**config.mk**
```make
export PLATFORM = sky130hd
export DESIGN_NAME = dispatch_pipe_arbiter
export DESIGN_NICKNAME = d
export VERILOG_FILES = /design/src/rtl/dispatch_pipe_arbiter.sv
export SDC_FILE = /design/constraint.sdc
export NUM_CORES = 1
export LEC_CHECK = 0
export BUFFER_PORTS_ARGS = -buffer_cell sky130_fd_sc_hd__buf_4
export CORE_MARGIN = 4
export CORE_UTILIZATION = 40
export DETAILED_ROUTE_END_ITERATION = 10
export PLACE_DENSITY = 0.77
export SLEW_MARGIN = 20
export SYNTH_ARGS = -nofsm -noshare
export SYNTH_HDL_FRONTEND = slang
export SYNTH_SLANG_ARGS = --single-unit
```
**constraint.sdc**
```tcl
create_clock -name clk -period 3.8 [get_ports clk]
set_input_delay 0.19 -clock clk [delete_from_list [all_inputs] [get_ports clk]]
set_output_delay 0.19 -clock clk [all_outputs]
set_load 0.03 [all_outputs]
```
**src/rtl/dispatch_pipe_arbiter.sv**
```systemverilog
// Two-slot dispatch arbiter: per-pipe RS credit tracking, collision priority, credit overflow flag.
// Optional performance counters are built only when DISP_ARB_PERF_EN is defined.
module dispatch_pipe_arbiter #(
  parameter int unsigned DISP_WIDTH = 2,
  parameter int unsigned NUM_FUS    = 4,
  parameter int unsigned RS_ENTRIES = 8,
  localparam int unsigned FU_IDX_W  = (NUM_FUS > 1) ? $clog2(NUM_FUS) : 1,
  localparam int unsigned CRED_W    = $clog2(RS_ENTRIES + 1)
) (
  input  logic                               clk,
  input  logic                               rst,
  input  logic                               stall,
  input  logic                               flush,
  input  logic [DISP_WIDTH-1:0]              req_valid,
  input  logic [DISP_WIDTH-1:0][FU_IDX_W-1:0] req_pipe,
  input  logic [NUM_FUS-1:0]                 rs_free,
  output logic [DISP_WIDTH-1:0]              grant,
  output logic [NUM_FUS-1:0]                 pipe_full,
  output logic                               prio_ptr,
  output logic                               credit_err,
  output logic [15:0]                        perf_collisions,
  output logic [15:0]                        perf_credit_stalls
);

  localparam logic [CRED_W-1:0] CRED_MAX = CRED_W'(RS_ENTRIES);

  logic [NUM_FUS-1:0][CRED_W-1:0] credit_q, credit_d;
  logic [DISP_WIDTH-1:0]          pipe_ok, has_credit, open;
  logic [NUM_FUS-1:0]             alloc;
  logic                           collision, prio_d, err_set;

  // Slot qualification and grant selection
  always_comb begin
    pipe_ok    = '0;
    has_credit = '0;
    open       = '0;
    grant      = '0;
    collision  = req_valid[0] & req_valid[1] & (req_pipe[0] == req_pipe[1]);
    for (int i = 0; i < int'(DISP_WIDTH); i++) begin
      pipe_ok[i]    = 32'(req_pipe[i]) < NUM_FUS;
      has_credit[i] = pipe_ok[i] && (credit_q[req_pipe[i]] != '0);
      open[i]       = req_valid[i] & ~stall & ~flush & ~rst;
      grant[i]      = open[i] & has_credit[i] & (~collision | (prio_ptr == 1'(i)));
    end
  end

  // Credit next-state: allocate on grant, return on rs_free, saturate at full
  always_comb begin
    alloc    = '0;
    credit_d = credit_q;
    err_set  = 1'b0;
    for (int i = 0; i < int'(DISP_WIDTH); i++) begin
      for (int p = 0; p < int'(NUM_FUS); p++) begin
        if (grant[i] && (req_pipe[i] == FU_IDX_W'(p))) alloc[p] = 1'b1;
      end
    end
    for (int p = 0; p < int'(NUM_FUS); p++) begin
      if (flush) begin
        credit_d[p] = CRED_MAX;
      end else if (rs_free[p] && !alloc[p]) begin
        if (credit_q[p] == CRED_MAX) err_set = 1'b1;
        else credit_d[p] = credit_q[p] + CRED_W'(1);
      end else if (alloc[p] && !rs_free[p]) begin
        credit_d[p] = credit_q[p] - CRED_W'(1);
      end
    end
  end

  // Priority flips only after a collision that the priority slot actually won
  always_comb begin
    prio_d = prio_ptr;
    if (flush) prio_d = 1'b0;
    else if (collision && grant[prio_ptr]) prio_d = ~prio_ptr;
  end

  always_ff @(posedge clk) begin
    if (rst) begin
      credit_q   <= {NUM_FUS{CRED_MAX}};
      prio_ptr   <= 1'b0;
      credit_err <= 1'b0;
    end else begin
      credit_q <= credit_d;
      prio_ptr <= prio_d;
      if (err_set) credit_err <= 1'b1;
    end
  end

  always_comb begin
    for (int p = 0; p < int'(NUM_FUS); p++) pipe_full[p] = (credit_q[p] == '0);
  end

`ifdef DISP_ARB_PERF_EN
  logic [15:0] coll_q, cstall_q;
  logic        starved;

  always_comb begin
    starved = 1'b0;
    for (int i = 0; i < int'(DISP_WIDTH); i++) begin
      if (open[i] && pipe_ok[i] && !has_credit[i]) starved = 1'b1;
    end
  end

  // Saturating event counters
  always_ff @(posedge clk) begin
    if (rst) begin
      coll_q   <= '0;
      cstall_q <= '0;
    end else begin
      if (collision && (coll_q != 16'hFFFF)) coll_q <= coll_q + 16'd1;
      if (starved && (cstall_q != 16'hFFFF)) cstall_q <= cstall_q + 16'd1;
    end
  end

  assign perf_collisions    = coll_q;
  assign perf_credit_stalls = cstall_q;
`else
  assign perf_collisions    = '0;
  assign perf_credit_stalls = '0;
`endif

endmodule

```
; ---- Yosys cells after proc, flatten, opt, wreduce, memory -nomap -nowiden
; Cells that the tools add are included.
; Widths: inputs -> output; s select.
[totals]
ff_bits = 18
in_bits = 14
output_inout_bits = 40
word_cells = 131
[op_classes]
add_sub_neg = 8
n_lt_le_gt_ge = 3
n_eq_ne = 15
muxes = 38
n_bitwise = 19
reduce_logical = 42
[op_table]
columns = operator, n
row1 = $mux 4, 14
row2 = $mux 1, 22
row3 = $logic_and 1x1->1, 17
row4 = $add 4x1->4 const B, 4
row5 = $bmux 4 s2, 2
row6 = $eq 4x4->1 const B, 4
row7 = $logic_not 4->1, 4
row8 = $sub 4x1->4 const B, 4
row9 = $and 1x1->1, 12
row10 = $eq 2x2->1 const B, 4
row11 = $logic_not 1->1, 8
row12 = $ne 2x2->1 const B, 4
row13 = $reduce_and 2->1, 4
row14 = $reduce_bool 2->1, 4
row15 = $reduce_bool 4->1, 2
row16 = $lt 2x3->1 const B, 2
row17 = $not 1->1, 5
row18 = $eq 2x1->1 const B, 2
row19 = $logic_not 2->1, 2
row20 = $eq 2x2->1, 1
row21 = $lt 1x2->1 const B, 1
row22 = $or 1x1->1, 2
row23 = $reduce_or 2->1, 1

; ---- Depth between registers and ports, before layout
[logic_depth]
depth_word = 22
mapped_depth = 12

; ---- Least setup slack after synthesis
; No wires, ideal clock.
[synth_timing]
path_kind = reg-to-reg
startpoint = register credit_q[8] in the netlist's numbering
endpoint = register credit_q[11] in the netlist's numbering
setup_time_ps = 143
arrival_ps = 3342
t_required_ps = 3657
setup_slack_ps = 315
stages_incl_launch_ff = 11
synth_period_minus_slack_ps = 3485
path_cell_list = dfxtp_1 > nor4_1 > or3b_2 > o22a_1 > nand2_1 > ha_1 > a21o_1 > a21oi_1 > or3b_1 > o311ai_0 > o2111ai_1
[synth_via]
elab_chain_cells = 12
elab_cells_between_ends = 26
cone_classes = add/sub (2) / eq/ne (2) / mux (9) / bitwise (4) / reduce/logical (9)
[synth_rtl]
columns = element, line
row1 = "start, declared", 27  ; logic [NUM_FUS-1:0][CRED_W-1:0] credit_q, credit_d;
row2 = "start signal, assigned", 78  ; credit_q <= {NUM_FUS{CRED_MAX}};
row3 = "start signal, assigned", 82  ; credit_q <= credit_d;
row4 = $bmux 4 s2, 41  ; has_credit[i] = pipe_ok[i] && (credit_q[req_pipe[i]] != '0);
row5 = $mux 4 (not written as such), 41
row6 = $reduce_bool 4->1, 41
row7 = $and 1x1->1 (2 in series), 43  ; grant[i] = open[i] & has_credit[i] & (~collision | (prio_ptr == 1'(i)));
row8 = $logic_and 1x1->1, 54  ; if (grant[i] && (req_pipe[i] == FU_IDX_W'(p))) alloc[p] = 1'b1;
row9 = $mux 1 (2 in series), 54
row10 = $logic_not 1->1, 60  ; end else if (rs_free[p] && !alloc[p]) begin
row11 = $logic_and 1x1->1, 60
row12 = $ne 2x2->1 (no line) / $reduce_bool 2->1 (equally long branches), -
row13 = $reduce_and 2->1 (no line), -
; Several ways; a longest one is shown, not always the timed one. The select of a mux whose other input is x is not followed.
; A chain may end at the register's enable or synchronous reset.

; ---- Worst setup path after layout
; Same ends and word-level chain as after synthesis.

==> summary.txt <==
Routing
  • Routed WL per cell: 12.7 µm
  • Via count: 1334
  • First-pass iteration count of the detailed router: 4
  • DR iter-0 viols: 122
  • # DRC: 0
  • Drt total wl: 3.28 mm
  • Antenna viol nets, final: 0
  • Vias per Instance: 5.17

Synth
  • Ys Warns: 0
  • Most frequent cell after synthesis: buf_4
  • Commonest cells in the netlist: 32 x buf_4, 18 x dfxtp_1, 16 x nand2_1
  • Mapped cell area: 1640 µm²
  • Syn avg cell area: 8.71 µm²
  • Yosys top cell by area: dfxtp_1
  • Sequential area share after synthesis: 22.0%
  • Yosys top cell area share: 22.0%
  • Synth unique cells: 46
  • Async set or reset register ratio after synthesis: 0%
  • Yosys reg bits: 18
  • Top_reg_cell synth: dfxtp_1
  • Post-Synthesis Cells: 188
  • Largest cells by area after synthesis: dfxtp_1 22%, buf_4 15%, ha_1 6.1%
  • Post-synth EDFFs: 0

Global routing
  • Global-route wire length before repair: 5.22 mm
  • Met1 usage: 15.9%
  • Largest net degree at the start of global routing: 13
  • Routing usage on met3: 2.77%
  • Most Crowded Layer GR: met2
  • Met2 Use GR: 21.1%
  • Vias in the first global route: 1189
  • Grt ovf: 0
  • Initial antenna violation count: 0
  • GRT Util Overall: 12.6%

Job
  • Max cap viols: 0

STA
  • Final Hold Viols: 0
  • Clk_skew: 8.26 ps
  • Setup TNS: 0 ps
  • WHS: 232 ps
  • Final period util: 84.9%
  • # setup viols final: 0
  • Crit path time final: 3230 ps
  • Final Slew Violations: 0
  • Slew HR: 39.9%
  • F_max: 0.310 GHz
  • Measured slew at the worst slew-check pin: 898 ps
  • RSZ-0062 raised after global routing: false

Status
  • Result of the run: completed

Pwr
  • Switching power: 0.000153 W
  • Internal Power: 0.000316 W
  • Pwr/cell area: 263 nW/µm²
  • Sw Share: 32.7%
  • Leakage power: 0.792 nW
  • Tot Pwr: 0.000469 W
  • Sequential power share: 41.4%
  • Clock network power share: 33.6%
  • Worst ir drop on vdd: 0.100 mV
  • Comb power frac: 24.9%

Floorplan
  • Core area: 3800 µm²
  • Starting Density: 43.1%
  • Overall die area: 5180 µm²
  • Die Width: 72.0 µm
  • Standard-cell row count: 22
  • IO Pins: 54
  • Die Y-Extent: 72.0 µm

Layout
  • Fin nets: 237
  • Final antenna diode count: 0
  • Ratio of cells with drive above 1 in the final layout: 15.7%
  • Core Util, Final: 46.8%
  • P&R area growth vs syn: 8.63%

Setup path
  • CP peak stage delay: 740 ps
  • Worst-path fanout max: 6
  • Crit path buf inv count: 0
  • CP endpoint kind: flop
  • Startpoint Class: flop
  • CP delay by family, top: simple AND/OR/NAND/NOR gates
  • Worst path cell trace: nor4_1, nand4bb_1, o22a_1, nand2_1, ha_1, a21o_1, a21oi_1, or3b_1, o311ai_0, o2111ai_1
  • Critical Path RT: 3880 ps
  • Crit path DAT: 3310 ps
  • Crit path kind: reg -> reg
  • Max stage delay cell, worst path: nor4_1

Clock network
  • Post-CTS Setup Repair Bufs: 0
  • Clock sinks: 18
  • Reg clk slew, reported paths: 70 ps
  • CTS tree: built
  • Root Buffer: clkbuf_8
  • Clock Tree Buf Depth: 2
  • Num CTS Buffers: 3
  • Worst-skew pair later-pin latency: 260 ps
  • H-Tree Depth: 1
  • # hold bufs at CTS: 0
  • Post-cts resize count: 0

Place
  • Dpl hpwl: 2.62 mm
  • Routability-driven placement congestion ratio: 0.875
  • IO buf count: 21

Min path
  • Hold Path Class: in -> reg
==> final cells by class <==
class                   instances  area (µm²)
inverters                       5        18.8
repair buffers                 21         158
clock buffers                   4        55.1
multi-input cells             162        1130
fillers                       402        2020
well taps                      48        60.1
flip-flops and latches         18         360
==> layer usage <==
layer | share of wire (%) | up-vias
li1 | - | 668
met1 | 47 | 621
met2 | 45 | 41
met3 | 6.9 | 4
met4 | 0.88 | 0
met5 | 0 | -
==> power groups by stage <==
stage               sequential [W]  combinational (W)  clock [W]
floorplan                 0.000200           0.000110          0
global placement          0.000199           0.000115          0
detailed placement        0.000199           0.000116          0
CTS                       0.000194           0.000116   0.000164
global route              0.000195           0.000127   0.000170
finish                    0.000194           0.000117   0.000158
==> worst paths after layout <==
path	endpoint	from	depth (start not counted)	slack [ps]
hold / removal	credit_err$_SDFFE_PP0P_	rst	3	230
hold reg to reg	credit_q[1]$_SDFFE_PP0P_	credit_q[1]$_SDFFE_PP0P_	2	530
setup reg to reg	credit_q[11]$_SDFFE_PP1P_	credit_q[8]$_SDFFE_PP0P_	10	570
setup / recovery	credit_q[11]$_SDFFE_PP1P_	credit_q[8]$_SDFFE_PP0P_	10	570
==> sequential cells by signal, indices dropped and copies added, names as in the netlist <==
| signal | flops |
|---|---|
| credit_q | 16 |
| credit_err | 1 |
| prio_ptr | 1 |
==> cell families (layout without fill, tap and decap cells) <==
kind of cell | count (synthesis) | count (layout) | synth area share (%)
and+or+nand+nor | 67 | 67 | 22.7
buffers and inverters | 39 | 30 | 16.3
AOI/OAI and AO/OA | 33 | 33 | 15.4
DFF | 18 | 18 | 22.0
adders and majority gates | 12 | 12 | 11.0
xor gates and xnor gates | 11 | 11 | 5.88
muxes | 7 | 7 | 6.57
other | 1 | 32 | 0.229
==> through the flow <==
stage	setup slack (ps)	instance area [µm²]	cells
detailed placement	650	1720	254
global placement	691	1720	254
CTS	637	1780	258
global route	397	1780	258
floorplan	315	1750	219
finish	574	1780	258
==> worst reg2reg max path, cell delays in order (launching register included) <==
cell and delay (ps):
dfxtp_1 370, nor4_1 740, nand4bb_1 230, o22a_1 200
nand2_1 170, ha_1 310, a21o_1 170, a21oi_1 200
or3b_1 390, o311ai_0 120, o2111ai_1 160
==> placed cells by master, fill, tap and decap left out, drive strengths merged, types with 2 or more instances in the layout <==
cell | Yosys | final
a211oi | 4 | 4
xnor2 | 9 | 9
or3 | 5 | 5
o21ai | 5 | 5
nor3 | 6 | 6
fa | 4 | 4
dfxtp | 18 | 18
nand3 | 7 | 7
mux4 | 2 | 2
or4 | 2 | 2
o22ai | 2 | 2
o311ai | 4 | 4
xor2 | 2 | 2
mux2i | 5 | 5
o2111ai | 3 | 3
or3b | 4 | 4
clkbuf | 1 | 4
a21o | 4 | 4
inv | 5 | 5
conb | 1 | 32
nor2 | 14 | 14
buf | 33 | 21
o22a | 3 | 3
nor4 | 3 | 3
nand2 | 16 | 16
ha | 8 | 8
a21oi | 6 | 6
Note: power is estimated with default switching activity, not from simulation.
